$ cat src/rtl/op_framer_pkg.sv
// rtl/op_framer_pkg.sv - opcode constants, FSM state type and opcode helpers for op_framer
package op_framer_pkg;

   localparam logic [2:0] OP_READ = 3'b000;
   localparam logic [2:0] OP_POP  = 3'b001;
   localparam logic [2:0] OP_PUSH = 3'b101;

   // Shared counter width: covers TIMEOUT up to 255 and GAP up to 15.
   localparam int CNT_W = 8;

   typedef enum logic [1:0] {
      IDLE,
      WAIT_OPERAND,
      ISSUE,
      SPACING
   } state_t;

   // Only a push carries a second (operand) byte.
   function automatic logic has_operand(input logic [2:0] op);
      return (op == OP_PUSH);
   endfunction

endpackage

$ cat src/rtl/op_framer_if.sv
// rtl/op_framer_if.sv - byte stream input and core command bus between source, op_framer and core
interface op_framer_if;

   logic [7:0] byte_in;
   logic       byte_valid;
   logic       byte_ready;
   logic [7:0] in;
   logic [2:0] op;
   logic       apply;
   logic       empty;
   logic       err;
   logic       busy;

   // Framer side: consumes the byte stream and the core's empty flag.
   modport master (
      input  byte_in, byte_valid, empty,
      output byte_ready, in, op, apply, err, busy
   );

   // Environment side: byte source plus the core.
   modport slave (
      output byte_in, byte_valid, empty,
      input  byte_ready, in, op, apply, err, busy
   );

endinterface

$ cat src/rtl/op_framer_cnt.sv
// rtl/op_framer_cnt.sv - loadable up/down counter shared by operand timeout and apply spacing
module op_framer_cnt #(
   parameter int W = 8
) (
   input  logic         clk,
   input  logic         rst,
   input  logic         load_i,
   input  logic [W-1:0] load_val_i,
   input  logic         en_i,
   input  logic         up_i,
   output logic [W-1:0] count_o
);

   logic [W-1:0] count_q;
   logic [W-1:0] count_d;

   // Load has priority over counting; direction chosen by the owner of the count.
   always_comb begin
      count_d = count_q;
      if (load_i) begin
         count_d = load_val_i;
      end else if (en_i) begin
         count_d = up_i ? (count_q + W'(1)) : (count_q - W'(1));
      end
   end

   // Counter register.
   always_ff @(posedge clk or posedge rst) begin
      if (rst) begin
         count_q <= '0;
      end else begin
         count_q <= count_d;
      end
   end

   assign count_o = count_q;

endmodule

$ cat src/rtl/op_framer.sv
// rtl/op_framer.sv - byte stream to core command framer; OP_FRAMER_GUARD_EN drops pops on an empty core
module op_framer
   import op_framer_pkg::*;
#(
   parameter int GAP     = 1,
   parameter int TIMEOUT = 16
) (
   input  logic        clk,
   input  logic        rst,
   op_framer_if.master bus
);

   localparam logic [CNT_W-1:0] TO_LAST = CNT_W'(TIMEOUT - 1);
   localparam logic [CNT_W-1:0] SP_LOAD = CNT_W'((GAP > 0) ? (GAP - 1) : 0);

   state_t           state_q, state_d;
   logic [2:0]       op_q, op_d;
   logic [7:0]       in_q, in_d;
   logic             ready_q;
   logic             cnt_load;
   logic [CNT_W-1:0] cnt_val;
   logic             cnt_en;
   logic             cnt_up;
   logic [CNT_W-1:0] cnt;
   logic             byte_ready_c;
   logic             apply_c;
   logic             err_c;
   logic             xfer;

   op_framer_cnt #(.W(CNT_W)) u_cnt (
      .clk        (clk),
      .rst        (rst),
      .load_i     (cnt_load),
      .load_val_i (cnt_val),
      .en_i       (cnt_en),
      .up_i       (cnt_up),
      .count_o    (cnt)
   );

   // ready_q holds byte_ready low until the first clock after reset releases.
   assign byte_ready_c = ready_q && ((state_q == IDLE) || (state_q == WAIT_OPERAND));
   assign xfer         = bus.byte_valid && byte_ready_c;

   // Next state, latched command fields and counter control.
   always_comb begin
      state_d  = state_q;
      op_d     = op_q;
      in_d     = in_q;
      cnt_load = 1'b0;
      cnt_val  = '0;
      cnt_en   = 1'b0;
      cnt_up   = 1'b1;
      apply_c  = 1'b0;
      err_c    = 1'b0;
      unique case (state_q)
         IDLE: begin
            if (xfer) begin
               op_d = bus.byte_in[7:5];
               if (has_operand(bus.byte_in[7:5])) begin
                  state_d  = WAIT_OPERAND;
                  cnt_load = 1'b1;
                  cnt_val  = '0;
               end else begin
                  state_d = ISSUE;
               end
            end
         end
         WAIT_OPERAND: begin
            // A byte on the final wait cycle still wins over the timeout.
            if (xfer) begin
               in_d    = bus.byte_in;
               state_d = ISSUE;
            end else if (cnt == TO_LAST) begin
               err_c   = 1'b1;
               state_d = IDLE;
            end else begin
               cnt_en = 1'b1;
               cnt_up = 1'b1;
            end
         end
         ISSUE: begin
`ifdef OP_FRAMER_GUARD_EN
            if ((op_q == OP_POP) && bus.empty) begin
               err_c = 1'b1;
            end else begin
               apply_c = 1'b1;
            end
`else
            apply_c = 1'b1;
`endif
            if (GAP == 0) begin
               state_d = IDLE;
            end else begin
               state_d  = SPACING;
               cnt_load = 1'b1;
               cnt_val  = SP_LOAD;
            end
         end
         SPACING: begin
            if (cnt == '0) begin
               state_d = IDLE;
            end else begin
               cnt_en = 1'b1;
               cnt_up = 1'b0;
            end
         end
         default: begin
            state_d = IDLE;
         end
      endcase
   end

   // State, command registers and post-reset ready enable.
   always_ff @(posedge clk or posedge rst) begin
      if (rst) begin
         state_q <= IDLE;
         op_q    <= '0;
         in_q    <= '0;
         ready_q <= 1'b0;
      end else begin
         state_q <= state_d;
         op_q    <= op_d;
         in_q    <= in_d;
         ready_q <= 1'b1;
      end
   end

`ifndef OP_FRAMER_GUARD_EN
   logic unused_empty;
   assign unused_empty = bus.empty;
`endif

   assign bus.byte_ready = byte_ready_c;
   assign bus.in         = in_q;
   assign bus.op         = op_q;
   assign bus.apply      = apply_c;
   assign bus.err        = err_c;
   assign bus.busy       = (state_q != IDLE);

endmodule

$ cat src/flat_wrapper.sv
// flat-port wrapper written by rule: the top's interface ports become plain ports
module op_framer_flat import op_framer_pkg::*;
#(
   parameter int GAP     = 1,
   parameter int TIMEOUT = 16
)
  (clk, rst, bus_byte_in, bus_byte_valid, bus_empty, bus_byte_ready, bus_in, bus_op, bus_apply, bus_err, bus_busy);
  op_framer_if bus_i ();
  input  logic clk;
  input  logic rst;
  input wire logic [$bits(bus_i.byte_in)-1:0] bus_byte_in;
  input wire logic [$bits(bus_i.byte_valid)-1:0] bus_byte_valid;
  input wire logic [$bits(bus_i.empty)-1:0] bus_empty;
  output wire logic [$bits(bus_i.byte_ready)-1:0] bus_byte_ready;
  output wire logic [$bits(bus_i.in)-1:0] bus_in;
  output wire logic [$bits(bus_i.op)-1:0] bus_op;
  output wire logic [$bits(bus_i.apply)-1:0] bus_apply;
  output wire logic [$bits(bus_i.err)-1:0] bus_err;
  output wire logic [$bits(bus_i.busy)-1:0] bus_busy;
  assign bus_i.byte_in = bus_byte_in;
  assign bus_i.byte_valid = bus_byte_valid;
  assign bus_i.empty = bus_empty;
  assign bus_byte_ready = bus_i.byte_ready;
  assign bus_in = bus_i.in;
  assign bus_op = bus_i.op;
  assign bus_apply = bus_i.apply;
  assign bus_err = bus_i.err;
  assign bus_busy = bus_i.busy;
  op_framer #(.GAP(GAP), .TIMEOUT(TIMEOUT)) u_core (.clk(clk), .rst(rst), .bus(bus_i));
endmodule
$ cat config.mk
export PLATFORM = sky130hd
export DESIGN_NAME = op_framer_flat
export DESIGN_NICKNAME = d
export VERILOG_FILES = /design/src/rtl/op_framer_pkg.sv /design/src/rtl/op_framer_if.sv /design/src/rtl/op_framer_cnt.sv /design/src/rtl/op_framer.sv /design/src/flat_wrapper.sv
export SDC_FILE = /design/constraint.sdc
export NUM_CORES = 1
export LEC_CHECK = 0
export BUFFER_PORTS_ARGS = -buffer_cell sky130_fd_sc_hd__buf_4
export CAP_MARGIN = 15
export CORE_MARGIN = 8
export CORE_UTILIZATION = 45
export CTS_CLUSTER_DIAMETER = 50
export DETAILED_ROUTE_END_ITERATION = 16
export HOLD_SLACK_MARGIN = 0.02
export PLACE_DENSITY = 0.72
export SLEW_MARGIN = 20
export SYNTH_ARGS = -nofsm -noshare
export SYNTH_HDL_FRONTEND = slang
export SYNTH_HIERARCHICAL = 1
export SYNTH_SLANG_ARGS = --single-unit
$ cat constraint.sdc
create_clock -name clk -period 3.1 [get_ports clk]
set_input_delay 0.31 -clock clk [delete_from_list [all_inputs] [get_ports clk]]
set_output_delay 0.31 -clock clk [all_outputs]
set_load 0.02 [all_outputs]
==> results.toml <==
[outcome]
status = "finished, final reports clean"

[cells_and_area]
utilization_pct = 61.2
multiInputGateArea_um2 = 867
ff_latch_area_um2 = 552
drive_above_1_share_pct = 40.4
layout_common_cells = "buf_4, dfrtp_1, mux2_2, conb_1, nand2_1"
fin_nets = 191
fillers = 258
synthToLayoutAreaGrowth_pct = 34.8
postLayoutCellArea_um2 = 1810
final_common_cell = "buf_4"
n_antenna_cell = 0

[power]
power_mw = 0.464
p_clk_share_pct = 33.6
p_sw_share_pct = 20.6
p_comb_share_pct = 4.4
leakagePower_nw = 0.843
power_density_nw_per_um2 = 257
p_seq_share_pct = 62.0
power.internal_mw = 0.369
p_switching_mw = 0.0955
ir_worst_vdd_mv = 0.137

[sta]
period_minus_slack_ns = 3.01
worst_hold_slack_ns = 0.214
period_share_pct = 97.2
drv_slew = 0
relSlewSlack_pct = 59.3
skew_ns = 0.00715
setup_violations = 0
rsz0062_at_grt = "true"
finalHoldViolCount = 0
worst_slew_pin_slew_ns = 0.609
timing.fmax_mhz = 332

[floorplan]
core_area_um2 = 2950
rows = 20
die_area_um2 = 4980
die_w_um = 70.6
die_h_um = 70.6
io_pins = 27
initial_core_util_pct = 45.4

[setup_path]
cp_max_fo = 7
crit_arrival_ns = 3.24
end_kind = "register"
worst_ep_required_time_ns = 3.33
path_class = "register to register"
worst_path_largest_cell_delay_ns = 0.57
crit_slowest_cell = "or4_4"
path_cells = "or4_4 -> o211ai_4 -> clkinvlp_4 -> buf_12 -> ha_4 -> nand2_4 -> or3_4 -> and4_4 -> o31a_1 -> o31ai_1"
crit_path_start_kind = "register"

[clock_network]
cts_buffers = 3
cts.clk_slew.worst_paths_ns = 0.12
root_buffer = "clkbuf_4"
cts_tree = "done"
ctsHtreeMaxLevel = 1
cts_sinks = 22
clk_latency_ns = 0.31
clock_path_buffers = 2

[placement]
place_hpwl_mm = 2.38
gp_congestion = 0.803
io_buffers = 25
dpl_cell_area_um2 = 1630

[detailed_routing]
drt_iter0_markers = 47
wl_per_cell_um = 15.0
ant_nets = 0
drc_errors = 0
routed_wl_mm = 3.06
vias_per_cell = 5.48
vias = 1118
dr.pass1.iters = 4

[global_routing]
grt_pass1_wl_mm = 5.08
grt_max_degree = 15
grt_overflow_total = 0
antenna_found_initial = 0
gr-usage-all-layers_pct = 12.4
grt_pass1_vias = 1158

[logic_synthesis]
avgSynthCellArea_um2 = 10.5
ys_ff_latch = 22
syn_area_um2 = 1340
synth_cells = 128
ys_warn_count = 6
ys_types = 42
synth_edf_count = 0
ys.flop_type = "dfrtp_1"
synthArstFlopShare_pct = 100
yosysSeqAreaShare_pct = 41.0

[flow_run]
drv_cap = 0

[min_path]
hp-class = "input pin to register"
## stage by stage
stage	setup slack (ns)	instances	setup TNS, ns
floorplan	0.135	135	0
global placement	0.114	195	0
detailed placement	0.0517	195	0
CTS	0.0243	200	0
global route	-0.0308	204	-0.0308
finish	0.0858	204	0
## critical path: cells and delay by family, from the launching register on
family | cells | cell delay, ns
flip-flops | 1 | 0.42
adder cells (fa/ha/maj) | 1 | 0.30
AO/OA/AOI/OAI | 3 | 0.72
buffers and inverters | 2 | 0.30
AND/OR/NAND/NOR | 4 | 1.19
## sequential cells by signal, indices dropped and copies added, names as in the netlist
signal,count
u_core/bus.op,3
u_core/bus.in,8
u_core/ready_q,1
u_core/u_cnt/count_o,8
u_core/state_q,2
## repair_timing
action,CTS,global route
resized for setup,0,15
buffers inserted,0,4
endpoints found under the setup margin,0,2
hold buffers,1,0
hold endpoints to repair,8,0
## routing by layer
| metal | up-vias | global-route usage [%] | wire [µm] |
|---|---|---|---|
| met3 | 4 | 2.97 | 128 |
| met5 | - | 0 | 0 |
| met2 | 17 | 22.2 | 1560 |
| met4 | 0 | 5.54 | 68 |
| li1 | 555 | - | - |
| met1 | 542 | 13.4 | 1300 |
## synth_stat cells (3+ instances only)
library cell / instances / area, µm²
inv_1: 6 / 22.5
dfrtp_1: 22 / 551
nand2_1: 8 / 30.0
nor2_1: 5 / 18.8
o21ai_1: 6 / 30.0
o21ai_0: 4 / 20.0
a21oi_1: 6 / 30.0
mux2_1: 4 / 45.0
mux2_2: 9 / 101
nor2b_1: 3 / 18.8
ha_1: 6 / 75.1
clkbuf_1: 4 / 15.0
a211oi_1: 4 / 30.0
a21o_1: 3 / 22.5
## kinds of logic after synthesis
kind of cell | count (synthesis) | share of synthesized area [%]
muxes | 14 | 11.7
DFF | 22 | 41.0
AOI/OAI and AO/OA | 34 | 17.8
and+or+nand+nor | 37 | 17.7
other | 2 | 0.560
buffers and inverters | 10 | 2.80
adders and majority gates | 7 | 7.09
xor gates and xnor gates | 2 | 1.31
## final cells by class
type                    count  share of cell area [%]
clock buffers               4                    2.01
inverters                   6                    1.45
multi-input cells         103                    48.0
flip-flops and latches     22                    30.5
well taps                  33                    2.28
repair buffers             36                    15.8
## power groups by stage
stage,Clock (mW),Combinational [mW],Sequential [mW]
finish,0.156,0.0203,0.288
global route,0.172,0.0232,0.288
CTS,0.161,0.0207,0.288
detailed placement,0,0.0196,0.293
global placement,0,0.0191,0.293
floorplan,0,0.00629,0.293
## worst paths after layout
kind	from	to	slack [ns]	depth (start not counted)
worst max-delay path	u_core/u_cnt/count_o[7]$_DFFE_PP0P_	u_core/u_cnt/count_o[7]$_DFFE_PP0P_	0.09	10
worst min-delay path	bus_byte_in[1]	u_core/bus.in[1]$_DFFE_PP0P_	0.21	2
worst max register to register	u_core/u_cnt/count_o[7]$_DFFE_PP0P_	u_core/u_cnt/count_o[7]$_DFFE_PP0P_	0.09	10
worst min register to register	u_core/bus.in[2]$_DFFE_PP0P_	u_core/bus.in[2]$_DFFE_PP0P_	0.50	1
max in group asynchronous	rst	u_core/bus.in[0]$_DFFE_PP0P_	2.15	3
min in group asynchronous	rst	u_core/u_cnt/count_o[7]$_DFFE_PP0P_	0.52	3
No activity file was read; power rests on OpenSTA's default activity.
